File: src/rtl/mem_bus_arbiter_pkg.sv
// Shared types and defaults for the IF/MEM memory bus arbiter.
package mem_bus_arbiter_pkg;

   localparam int unsigned DEF_ADDR_W      = 64;
   localparam int unsigned DEF_DATA_W      = 64;
   localparam int unsigned DEF_TIMEOUT_CYC = 256;

   typedef enum logic [1:0] {
      ST_IDLE = 2'd0,
      ST_REQ  = 2'd1,
      ST_WAIT = 2'd2
   } arb_state_e;

   typedef enum logic {
      OWNER_IF  = 1'b0,
      OWNER_MEM = 1'b1
   } arb_owner_e;

endpackage

File: src/rtl/mem_bus_arbiter_if.sv
// Pipeline-side (IF, MEM) and memory-side handshake signals of the arbiter.
interface mem_bus_arbiter_if #(
   parameter int unsigned ADDR_W = 64,
   parameter int unsigned DATA_W = 64
);
   localparam int unsigned STRB_W = DATA_W / 8;

   logic              if_valid;
   logic [ADDR_W-1:0] if_addr;
   logic              if_flush;
   logic              if_ready;
   logic              if_rvalid;
   logic [DATA_W-1:0] if_rdata;

   logic              mem_valid;
   logic              mem_we;
   logic [ADDR_W-1:0] mem_addr;
   logic [DATA_W-1:0] mem_wdata;
   logic [STRB_W-1:0] mem_wstrb;
   logic              mem_ready;
   logic              mem_rvalid;
   logic [DATA_W-1:0] mem_rdata;

   logic              bus_req_valid;
   logic              bus_req_ready;
   logic              bus_we;
   logic [ADDR_W-1:0] bus_addr;
   logic [DATA_W-1:0] bus_wdata;
   logic [STRB_W-1:0] bus_wstrb;
   logic              bus_resp_valid;
   logic [DATA_W-1:0] bus_resp_data;
   logic              bus_timeout;

   // Arbiter side
   modport slave (
      input  if_valid, if_addr, if_flush,
      output if_ready, if_rvalid, if_rdata,
      input  mem_valid, mem_we, mem_addr, mem_wdata, mem_wstrb,
      output mem_ready, mem_rvalid, mem_rdata,
      output bus_req_valid, bus_we, bus_addr, bus_wdata, bus_wstrb, bus_timeout,
      input  bus_req_ready, bus_resp_valid, bus_resp_data
   );

   // Pipeline and memory bridge side
   modport master (
      output if_valid, if_addr, if_flush,
      input  if_ready, if_rvalid, if_rdata,
      output mem_valid, mem_we, mem_addr, mem_wdata, mem_wstrb,
      input  mem_ready, mem_rvalid, mem_rdata,
      input  bus_req_valid, bus_we, bus_addr, bus_wdata, bus_wstrb, bus_timeout,
      output bus_req_ready, bus_resp_valid, bus_resp_data
   );

endinterface

File: src/rtl/mem_bus_arbiter.sv
// Single-outstanding memory bus arbiter: MEM over IF, latched request,
// registered response pulse, IF flush drop and response timeout abort.
module mem_bus_arbiter
   import mem_bus_arbiter_pkg::*;
#(
   parameter int unsigned ADDR_W      = DEF_ADDR_W,
   parameter int unsigned DATA_W      = DEF_DATA_W,
   parameter int unsigned TIMEOUT_CYC = DEF_TIMEOUT_CYC
) (
   input logic                clk,
   input logic                rst,
   mem_bus_arbiter_if.slave   bus_if
);

   localparam int unsigned STRB_W = DATA_W / 8;
   localparam int unsigned CNT_W  = $clog2(TIMEOUT_CYC);

   arb_state_e        r_state;
   arb_owner_e        r_owner;
   logic              r_drop;
   logic [CNT_W-1:0]  r_cnt;
   logic              r_we;
   logic [ADDR_W-1:0] r_addr;
   logic [DATA_W-1:0] r_wdata;
   logic [STRB_W-1:0] r_wstrb;
   logic              r_if_rvalid;
   logic [DATA_W-1:0] r_if_rdata;
   logic              r_mem_rvalid;
   logic [DATA_W-1:0] r_mem_rdata;
   logic              r_timeout;

   logic w_idle;
   logic w_mem_hs;
   logic w_if_hs;
   logic w_drop;
   logic w_abort;

   // Ready is only offered from IDLE; held low while reset is asserted
   assign w_idle   = (r_state == ST_IDLE) & ~rst;
   assign w_mem_hs = w_idle & bus_if.mem_valid;
   assign w_if_hs  = w_idle & bus_if.if_valid & ~bus_if.mem_valid & ~bus_if.if_flush;
   assign w_drop   = r_drop | ((r_owner == OWNER_IF) & bus_if.if_flush);
   assign w_abort  = (r_cnt == CNT_W'(TIMEOUT_CYC - 1));

   assign bus_if.mem_ready     = w_mem_hs;
   assign bus_if.if_ready      = w_if_hs;
   assign bus_if.bus_req_valid = (r_state == ST_REQ);
   assign bus_if.bus_we        = r_we;
   assign bus_if.bus_addr      = r_addr;
   assign bus_if.bus_wdata     = r_wdata;
   assign bus_if.bus_wstrb     = r_wstrb;
   assign bus_if.if_rvalid     = r_if_rvalid;
   assign bus_if.if_rdata      = r_if_rdata;
   assign bus_if.mem_rvalid    = r_mem_rvalid;
   assign bus_if.mem_rdata     = r_mem_rdata;
   assign bus_if.bus_timeout   = r_timeout;

   always_ff @(posedge clk or posedge rst) begin
      if (rst) begin
         r_state      <= ST_IDLE;
         r_owner      <= OWNER_IF;
         r_drop       <= 1'b0;
         r_cnt        <= '0;
         r_we         <= 1'b0;
         r_addr       <= '0;
         r_wdata      <= '0;
         r_wstrb      <= '0;
         r_if_rvalid  <= 1'b0;
         r_if_rdata   <= '0;
         r_mem_rvalid <= 1'b0;
         r_mem_rdata  <= '0;
         r_timeout    <= 1'b0;
      end else begin
         r_if_rvalid  <= 1'b0;
         r_mem_rvalid <= 1'b0;
         r_timeout    <= 1'b0;
         case (r_state)
            ST_IDLE: begin
               r_drop <= 1'b0;
               if (w_mem_hs) begin
                  r_owner <= OWNER_MEM;
                  r_we    <= bus_if.mem_we;
                  r_addr  <= bus_if.mem_addr;
                  r_wdata <= bus_if.mem_wdata;
                  r_wstrb <= bus_if.mem_wstrb;
                  r_state <= ST_REQ;
               end else if (w_if_hs) begin
                  r_owner <= OWNER_IF;
                  r_we    <= 1'b0;
                  r_addr  <= bus_if.if_addr;
                  r_wdata <= '0;
                  r_wstrb <= '0;
                  r_state <= ST_REQ;
               end
            end
            ST_REQ: begin
               r_drop <= w_drop;
               if (bus_if.bus_req_ready) begin
                  r_cnt   <= '0;
                  r_state <= ST_WAIT;
               end
            end
            ST_WAIT: begin
               r_drop <= w_drop;
               r_cnt  <= r_cnt + CNT_W'(1);
               // A response wins over a simultaneous timeout
               if (bus_if.bus_resp_valid || w_abort) begin
                  r_state   <= ST_IDLE;
                  r_drop    <= 1'b0;
                  r_timeout <= ~bus_if.bus_resp_valid;
                  if (r_owner == OWNER_MEM) begin
                     r_mem_rvalid <= 1'b1;
                     r_mem_rdata  <= bus_if.bus_resp_valid ? bus_if.bus_resp_data : '0;
                  end else if (!w_drop) begin
                     r_if_rvalid <= 1'b1;
                     r_if_rdata  <= bus_if.bus_resp_valid ? bus_if.bus_resp_data : '0;
                  end
               end
            end
            default: r_state <= ST_IDLE;
         endcase
      end
   end

endmodule

File: src/flat_wrapper.sv
// flat-port wrapper written by rule: the top's interface ports become plain ports
module mem_bus_arbiter_flat import mem_bus_arbiter_pkg::*;
#(
   parameter int unsigned ADDR_W      = DEF_ADDR_W,
   parameter int unsigned DATA_W      = DEF_DATA_W,
   parameter int unsigned TIMEOUT_CYC = DEF_TIMEOUT_CYC
)
  (clk, rst, bus_if_if_valid, bus_if_if_addr, bus_if_if_flush, bus_if_if_ready, bus_if_if_rvalid, bus_if_if_rdata, bus_if_mem_valid, bus_if_mem_we, bus_if_mem_addr, bus_if_mem_wdata, bus_if_mem_wstrb, bus_if_mem_ready, bus_if_mem_rvalid, bus_if_mem_rdata, bus_if_bus_req_valid, bus_if_bus_we, bus_if_bus_addr, bus_if_bus_wdata, bus_if_bus_wstrb, bus_if_bus_timeout, bus_if_bus_req_ready, bus_if_bus_resp_valid, bus_if_bus_resp_data);
  mem_bus_arbiter_if #(.ADDR_W(ADDR_W), .DATA_W(DATA_W)) bus_if_i ();
  input logic clk;
  input logic rst;
  input wire logic [$bits(bus_if_i.if_valid)-1:0] bus_if_if_valid;
  input wire logic [$bits(bus_if_i.if_addr)-1:0] bus_if_if_addr;
  input wire logic [$bits(bus_if_i.if_flush)-1:0] bus_if_if_flush;
  output wire logic [$bits(bus_if_i.if_ready)-1:0] bus_if_if_ready;
  output wire logic [$bits(bus_if_i.if_rvalid)-1:0] bus_if_if_rvalid;
  output wire logic [$bits(bus_if_i.if_rdata)-1:0] bus_if_if_rdata;
  input wire logic [$bits(bus_if_i.mem_valid)-1:0] bus_if_mem_valid;
  input wire logic [$bits(bus_if_i.mem_we)-1:0] bus_if_mem_we;
  input wire logic [$bits(bus_if_i.mem_addr)-1:0] bus_if_mem_addr;
  input wire logic [$bits(bus_if_i.mem_wdata)-1:0] bus_if_mem_wdata;
  input wire logic [$bits(bus_if_i.mem_wstrb)-1:0] bus_if_mem_wstrb;
  output wire logic [$bits(bus_if_i.mem_ready)-1:0] bus_if_mem_ready;
  output wire logic [$bits(bus_if_i.mem_rvalid)-1:0] bus_if_mem_rvalid;
  output wire logic [$bits(bus_if_i.mem_rdata)-1:0] bus_if_mem_rdata;
  output wire logic [$bits(bus_if_i.bus_req_valid)-1:0] bus_if_bus_req_valid;
  output wire logic [$bits(bus_if_i.bus_we)-1:0] bus_if_bus_we;
  output wire logic [$bits(bus_if_i.bus_addr)-1:0] bus_if_bus_addr;
  output wire logic [$bits(bus_if_i.bus_wdata)-1:0] bus_if_bus_wdata;
  output wire logic [$bits(bus_if_i.bus_wstrb)-1:0] bus_if_bus_wstrb;
  output wire logic [$bits(bus_if_i.bus_timeout)-1:0] bus_if_bus_timeout;
  input wire logic [$bits(bus_if_i.bus_req_ready)-1:0] bus_if_bus_req_ready;
  input wire logic [$bits(bus_if_i.bus_resp_valid)-1:0] bus_if_bus_resp_valid;
  input wire logic [$bits(bus_if_i.bus_resp_data)-1:0] bus_if_bus_resp_data;
  assign bus_if_i.if_valid = bus_if_if_valid;
  assign bus_if_i.if_addr = bus_if_if_addr;
  assign bus_if_i.if_flush = bus_if_if_flush;
  assign bus_if_if_ready = bus_if_i.if_ready;
  assign bus_if_if_rvalid = bus_if_i.if_rvalid;
  assign bus_if_if_rdata = bus_if_i.if_rdata;
  assign bus_if_i.mem_valid = bus_if_mem_valid;
  assign bus_if_i.mem_we = bus_if_mem_we;
  assign bus_if_i.mem_addr = bus_if_mem_addr;
  assign bus_if_i.mem_wdata = bus_if_mem_wdata;
  assign bus_if_i.mem_wstrb = bus_if_mem_wstrb;
  assign bus_if_mem_ready = bus_if_i.mem_ready;
  assign bus_if_mem_rvalid = bus_if_i.mem_rvalid;
  assign bus_if_mem_rdata = bus_if_i.mem_rdata;
  assign bus_if_bus_req_valid = bus_if_i.bus_req_valid;
  assign bus_if_bus_we = bus_if_i.bus_we;
  assign bus_if_bus_addr = bus_if_i.bus_addr;
  assign bus_if_bus_wdata = bus_if_i.bus_wdata;
  assign bus_if_bus_wstrb = bus_if_i.bus_wstrb;
  assign bus_if_bus_timeout = bus_if_i.bus_timeout;
  assign bus_if_i.bus_req_ready = bus_if_bus_req_ready;
  assign bus_if_i.bus_resp_valid = bus_if_bus_resp_valid;
  assign bus_if_i.bus_resp_data = bus_if_bus_resp_data;
  mem_bus_arbiter #(.ADDR_W(ADDR_W), .DATA_W(DATA_W), .TIMEOUT_CYC(TIMEOUT_CYC)) u_core (.clk(clk), .rst(rst), .bus_if(bus_if_i));
endmodule
File: config.mk
export PLATFORM = sky130hd
export DESIGN_NAME = mem_bus_arbiter_flat
export DESIGN_NICKNAME = d
export VERILOG_FILES = /design/src/rtl/mem_bus_arbiter_pkg.sv /design/src/rtl/mem_bus_arbiter_if.sv /design/src/rtl/mem_bus_arbiter.sv /design/src/flat_wrapper.sv
export SDC_FILE = /design/constraint.sdc
export NUM_CORES = 1
export LEC_CHECK = 0
export CAP_MARGIN = 15
export CELL_PAD_IN_SITES_DETAIL_PLACEMENT = 0
export CELL_PAD_IN_SITES_GLOBAL_PLACEMENT = 1
export CORE_AREA = 5 5 211 213
export DETAILED_ROUTE_END_ITERATION = 8
export DIE_AREA = 0 0 216 218
export HOLD_SLACK_MARGIN = 0.15
export PLACE_DENSITY = 0.78
export SLEW_MARGIN = 0
export SYNTH_ARGS = -nofsm -noshare
export SYNTH_HDL_FRONTEND = slang
export SYNTH_SLANG_ARGS = --single-unit
File: constraint.sdc
create_clock -name clk -period 22.2 [get_ports clk]
set_input_delay 4.44 -clock clk [delete_from_list [all_inputs] [get_ports clk]]
set_output_delay 4.44 -clock clk [all_outputs]
set_load 0.01 [all_outputs]
==> results of run 1 <==
## worst reg2reg max path, delay by kind of cell, from the launching register on
| kind | cells | cell delay, ns |
|---|---|---|
| AOI/OAI and AO/OA | 2 | 0.41 |
| adders and majority gates | 1 | 0.24 |
| buffers and inverters | 3 | 1.77 |
| DFF | 1 | 0.38 |
| and+or+nand+nor | 1 | 0.19 |
## per-layer routing
layer	track usage, %	part of all wire, %	up-vias
li1	-	-	4067
met1	19.19	37	4372
met2	29.02	50	413
met3	7.983	11	53
met4	4.410	2.2	0
met5	0	0	-
## where the power goes
part           switching, mW  internal [mW]
registers              0.136          0.736
clock network          0.227          0.341
logic                  0.429          0.584
total                  0.791           1.66
## synth_stat cells (4+ instances only)
cell type	n	area (sq um)
a22o_1	207	1813
buf_1	4	15.01
buf_2	27	135.1
buf_4	6	45.04
buf_6	14	157.7
clkbuf_1	17	63.81
dfrtp_1	280	7007
ha_1	6	75.07
inv_1	5	18.77
mux2_2	4	45.04
mux2i_1	64	640.6
nand2_1	70	262.8
nand2b_1	4	25.02
nand3_1	5	25.02
nor2_1	6	22.52
nor3_1	6	30.03
o21ai_0	45	225.2
o21ai_1	24	120.1
## flip-flops by register name, summed over array words and instances, names as in the netlist
| name | flops |
|---|---|
| u_core.bus_if.bus_addr | 64 |
| u_core.bus_if.bus_wdata | 64 |
| u_core.bus_if.if_rdata | 64 |
| u_core.bus_if.mem_rdata | 64 |
| u_core.bus_if.bus_wstrb | 8 |
| u_core.r_cnt | 8 |
| u_core.r_state | 2 |
| u_core.bus_if.bus_timeout | 1 |
| u_core.bus_if.bus_we | 1 |
| u_core.bus_if.if_rvalid | 1 |
| u_core.bus_if.mem_rvalid | 1 |
| u_core.r_drop | 1 |
| u_core.r_owner | 1 |
## cells by family (layout without fill, tap and decap cells)
group / Yosys count / count (layout)
compound gates: 283 / 283
fa+ha+maj: 6 / 6
buf+inv: 73 / 621
flops: 280 / 280
mux: 69 / 69
other cells: 0 / 2
simple gates: 103 / 103
## path summary, 6_finish.rpt
path,from,endpoint,slack [ns],cells past startpoint
min,u_core.bus_if.bus_addr[37],u_core.bus_if.bus_addr[37],0.48,2
max,rst,bus_if_mem_ready,11.51,4
max reg2reg,u_core.r_state[0],u_core.bus_if.bus_addr[53],19.05,7
min in group asynchronous,rst,u_core.r_cnt[2],4.48,2
min reg2reg,u_core.bus_if.bus_addr[37],u_core.bus_if.bus_addr[37],0.48,2
max in group asynchronous,rst,u_core.bus_if.if_rdata[19],16.46,3
## through the flow
step	instances	cell area, sq um	hold slack (ns)
after detailed placement	1845	16700	0.4699
after CTS	1907	17860	0.4827
final	1910	17890	0.4764
after floorplan	814	10890	0.4872
after global routing	1910	17890	0.5092
after global placement	1845	16700	0.4606
## cell type report
class	count	area share, %
diodes	2	0.02797
clock buffers	44	5.532
clock inverters	18	0.9441
inverters	5	0.1469
multi-input cells	461	19.43
flip-flops and latches	280	39.16
well taps	546	3.818
repair buffers	554	30.94
==> out/qor.txt, run 1 <==
clock-pin transition on the worst setup and hold timing paths: 0.05 ns
initial cell density of the core: 25.62%
relative max-transition margin: 32.29%
portion of netlist area occupied by mux cells: 6.399%
clock latency on the worst-skew pair: 0.53 ns
combinational family with the most area after synthesis: compound AO/OA/AOI/OAI gates
leakage power of the design: 7.738 nW
DIE AREA: 47,090 sq um
distinct cell type count after synthesis: 32
adder-cell share of the synthesized area: 0.6893%
cell type with the highest occurrence count on the critical path: clkdlybuf4s50_1
total area of multi-input combinational cells: 3476 sq um
pins over their slew limit: 0
Routed WL per cell: 22.00 microns
Die H: 218 microns
number of failing setup endpoints in the final timing report: 0
CP Cell Sequence: clkdlybuf4s50_1 > nor2b_2 > and2_4 > clkdlybuf4s50_1
most frequent cells in the layout: 542 x clkdlybuf4s50_1, 280 x dfrtp_1, 207 x a22o_1
count of H-tree levels built during CTS: 2
Netlist Area Pre-Place: 10,890 sq um
total of fill cells in the finished design: 3,992
outcome: finished, final reports clean
Antenna Nets Post-Route: 0
most common library cell in the layout ignoring fill and taps: clkdlybuf4s50_1
DRC violation count after routing: 0
CTS tree: done
EDFF count, synth: 0
total congestion overflow: 0
area fraction in and, or, nand and nor cells after synthesis: 4.136%
horizontal die dimension: 216 microns
via/cell ratio: 4.662
Synth Flop Type: dfrtp_1
Tmin final: 10.69 ns
number of top-level pins: 543
Final HPWL DP: 30,590 microns
Sinks on Clock Net: 280
data required time at the worst endpoint: 17.76 ns
number of flip-flops and latches in the synthesized netlist: 280
largest stage delay on the critical path: 0.69 ns
share of synthesized registers carrying an async set or reset: 100.0%
clock buffer depth: 3
RSZ-0062 raised after global routing: false
number of standard cells after synthesis: 814
CP Max Fanout: 12
Final Hold Vio Count: 0
First-pass DRT Iterations: 4
XOR/XNOR share of the synthesized area: 0%
global-route wire length before repair: 61,250 microns
detailed-route via count: 8,905
classification of the worst setup path: primary input to output port
buffers inserted by post-CTS timing repair: 0
buffers added on ports: 542
post-synthesis net count: 1,092
largest delay contributor family on the critical path: buffers and inverters
final critical-path setup slack: 11.51 ns
register area: 7007 sq um
final worst clock skew: 0.01285 ns
fin util: 42.09%
Max IR drop VDD: 0.00006470 V
crit path buf inv count: 2
max-capacitance violation count: 0
top achievable clock speed: 93.58 MHz
WL final: 42,030 microns
number of nets at the end of the flow: 1,615
count of routing violations after the opening detailed-route iteration: 540
hold bufs inserted after CTS: 0
Root Driver: clkbuf_16
worst setup slack before clock tree synthesis: 11.47 ns
total negative setup slack: 0 ns
largest net degree at the start of global routing: 110
via count of the first global-routing pass: 9,519
GRT Util Overall: 16.95%
Critical Path Source Type: primary input
Final Wtd Congestion: 0.8044
Gates resized, CTS repair: 0
number of core rows: 76
core area: 42,510 sq um
final worst-path cycle share: 48.14%
areal power density over the cells: 137.0 nW/um^2
total of warnings raised by yosys: 0
clock buffers created by TritonCTS: 35
classification of the worst-slack hold path: flop to flop
Critical-path top delay cell: clkdlybuf4s50_1
synthesis-to-layout area growth: 64.26%
Arr. time, crit path: 6.25 ns
transition time at the pin with the least slew margin: 1.016 ns
overall power consumption: 2.452 mW
compound-cell area share of the yosys netlist: 20.45%
antenna violations before repair: 4
Post-Syn Area per Cell: 13.38 sq um
layout cell share with drive strength beyond 1: 6.388%
Crit. End Element: output port
proportion of synthesized chip area in sequential cells: 64.33%
Power figures use the tool's default switching activity.
==> inputs of run 2 (changes only) <==
--- a/config.mk
+++ b/config.mk
@@ -8,11 +8,11 @@
 export CAP_MARGIN = 15
 export CELL_PAD_IN_SITES_DETAIL_PLACEMENT = 0
 export CELL_PAD_IN_SITES_GLOBAL_PLACEMENT = 1
-export CORE_AREA = 5 5 211 213
+export CORE_AREA = 5 5 210 212
 export DETAILED_ROUTE_END_ITERATION = 8
-export DIE_AREA = 0 0 216 218
+export DIE_AREA = 0 0 215 217
 export HOLD_SLACK_MARGIN = 0.15
-export PLACE_DENSITY = 0.78
+export PLACE_DENSITY = 0.82
 export SLEW_MARGIN = 0
 export SYNTH_ARGS = -nofsm -noshare
 export SYNTH_HDL_FRONTEND = slang
==> constraint.sdc (replaced) <==
create_clock -name clk -period 9.5 [get_ports clk]
set_input_delay 1.9 -clock clk [delete_from_list [all_inputs] [get_ports clk]]
set_output_delay 1.9 -clock clk [all_outputs]
set_load 0.01 [all_outputs]
==> run 2 against run 1 <==
Compared with the run above:
- sequential share of layout area rose by 0.096 points
- count of clock-buffer cells in the layout rose by 7
- wire length down 2.4%
- flip-flop and latch count is the same
- combinational power rose by 130%
- hold slack improved by 0.0034 ns
- critical path depth grew 1
- total power is 130% higher
- clock power grew 130%
- setup slack worse by 7.4 ns
- clock skew grew 0.0015 ns
- sequential power up 130%
==> out/qor.txt, run 2 (synthesis results as in run 1) <==
Antenna Nets Post-Route: 0
count of H-tree levels built during CTS: 2
data required time at the worst endpoint: 7.60 ns
total negative setup slack: 0 ns
pins over their slew limit: 0
worst setup slack before clock tree synthesis: 4.131 ns
GRT Util Overall: 16.60%
depth of the most critical reg-to-reg path: 8
Tmin final: 5.418 ns
most common library cell in the layout ignoring fill and taps: clkdlybuf4s50_1
post-route cell area: 17,850 sq um
Max IR drop VDD: 0.0001317 V
Gates resized, CTS repair: 0
Final Wtd Congestion: 0.8312
CP Max Fanout: 3
top achievable clock speed: 184.6 MHz
Final Hold Vio Count: 0
synthesis-to-layout area growth: 63.86%
Min-Delay Path Depth: 2
relative max-transition margin: 32.50%
largest stage delay on the critical path: 0.56 ns
horizontal die dimension: 215 microns
number of failing setup endpoints in the final timing report: 0
leakage power of the design: 7.703 nW
Critical-path top delay cell: clkdlybuf4s50_1
DIE AREA: 46,660 sq um
via count of the first global-routing pass: 9,616
initial cell density of the core: 26.08%
transition time at the pin with the least slew margin: 1.013 ns
clock-pin transition on the worst setup and hold timing paths: 0.06 ns
largest delay contributor family on the critical path: buffers and inverters
Sinks on Clock Net: 280
launch instance of the worst register-to-register path: u_core.r_state[1]
capturing element of the worst setup path: bus_if_if_ready
instance area after placement: 16,700 sq um
max-capacitance violation count: 0
startpoint of the worst setup timing path: bus_if_if_flush
non-filler cells, final: 1,904
classification of the worst setup path: primary input to output port
areal power density over the cells: 319.8 nW/um^2
cell count along the critical path: 5
Crit. End Element: output port
reg-to-reg setup timing slack: 6.05 ns
most frequent cells in the layout: 542 x clkdlybuf4s50_1, 280 x dfrtp_1, 207 x a22o_1
clock buffers created by TritonCTS: 34
FF-to-FF End: u_core.bus_if.bus_addr[60]
Placed Cells: 1,838
Die H: 217 microns
cell type with the highest occurrence count on the critical path: clkdlybuf4s50_1
number of top-level pins: 543
hold slack final: 0.4798 ns
count of routing violations after the opening detailed-route iteration: 640
layout cell share with drive strength beyond 1: 5.740%
outcome: finished, final reports clean
Final HPWL DP: 30,170 microns
Arr. time, crit path: 3.52 ns
antenna violations before repair: 5
final worst-path cycle share: 57.03%
clock buffer depth: 3
hold bufs inserted after CTS: 0
classification of the worst-slack hold path: flop to flop
detailed-route via count: 9,009
crit path buf inv count: 2
Critical Path Source Type: primary input
final critical-path setup slack: 4.082 ns
clock latency on the worst-skew pair: 0.52 ns
fin util: 42.74%
CTS tree: done
number of nets at the end of the flow: 1,613
RSZ-0062 raised after global routing: false
total of fill cells in the finished design: 3,901
largest net degree at the start of global routing: 202
number of core rows: 75
First-pass DRT Iterations: 6
global-route wire length before repair: 60,290 microns
overall power consumption: 5.708 mW
Routed WL per cell: 21.55 microns
core area: 41,760 sq um
CP Cell Sequence: clkdlybuf4s50_1 > nor2b_1 > nand2_1 > nor2_1 > clkdlybuf4s50_1
total congestion overflow: 0
buffers added on ports: 542
via/cell ratio: 4.732
final worst clock skew: 0.01435 ns
DRC violation count after routing: 0
buffers inserted by post-CTS timing repair: 0
WL final: 41,030 microns
Root Driver: clkbuf_16
run 2: cell count changes in the layout (fill, tap and decap cells not counted), sizes merged:
| cell | change |
|---|---|
| inv | -5 |
| clkinvlp | +1 |
| clkbuf | +7 |
| bufinv | -1 |
| buf | -1 |
| clkinv | -4 |
| diode | +4 |
run 2: per-layer routing:
layer  vias to the layer above  share of wire [%]  track usage (%)
li1                       4070                  -                -
met1                      4438                 38            18.74
met2                       443                 48            27.28
met3                        56                 11            7.532
met4                         2                3.4            7.254
met5                         -              0.027                0
run 2: worst min path at each step:
stage | startpoint | end | slack [ns]
finish | u_core.bus_if.bus_addr[44] | u_core.bus_if.bus_addr[44] | 0.48
global route | u_core.bus_if.bus_addr[7] | u_core.bus_if.bus_addr[7] | 0.51
CTS | u_core.bus_if.bus_addr[20] | u_core.bus_if.bus_addr[20] | 0.49
detailed placement | u_core.bus_if.bus_addr[45] | u_core.bus_if.bus_addr[45] | 0.47
global placement | u_core.bus_if.bus_addr[12] | u_core.bus_if.bus_addr[12] | 0.46
floorplan | u_core.r_drop | u_core.r_drop | 0.49
run 2: final cells by class:
type	count	area [sq um]	share of cell area (%)
tap	539	674.4	3.779
antenna	6	15.01	0.08413
inverter	5	22.52	0.1262
clock buffer	51	1049	5.875
timing repair buffer	553	5520	30.93
multi-input combinational	461	3476	19.48
sequential	280	7007	39.26
clock inverter	9	83.83	0.4697
run 2: worst register-to-register path, delay by kind of cell, from the launching register on:
family | cells | cell delay (ns)
and+or+nand+nor | 2 | 0.48
buffers and inverters | 3 | 1.76
DFF | 1 | 0.42
muxes | 1 | 0.35
adders and majority gates | 1 | 0.21
AOI/OAI and AO/OA | 1 | 0.08
run 2: report_power, final:
part	total, mW	internal (mW)	switching [mW]
clock	1.30	0.791	0.508
sequential	2.04	1.72	0.317
combinational	2.37	1.36	1.01
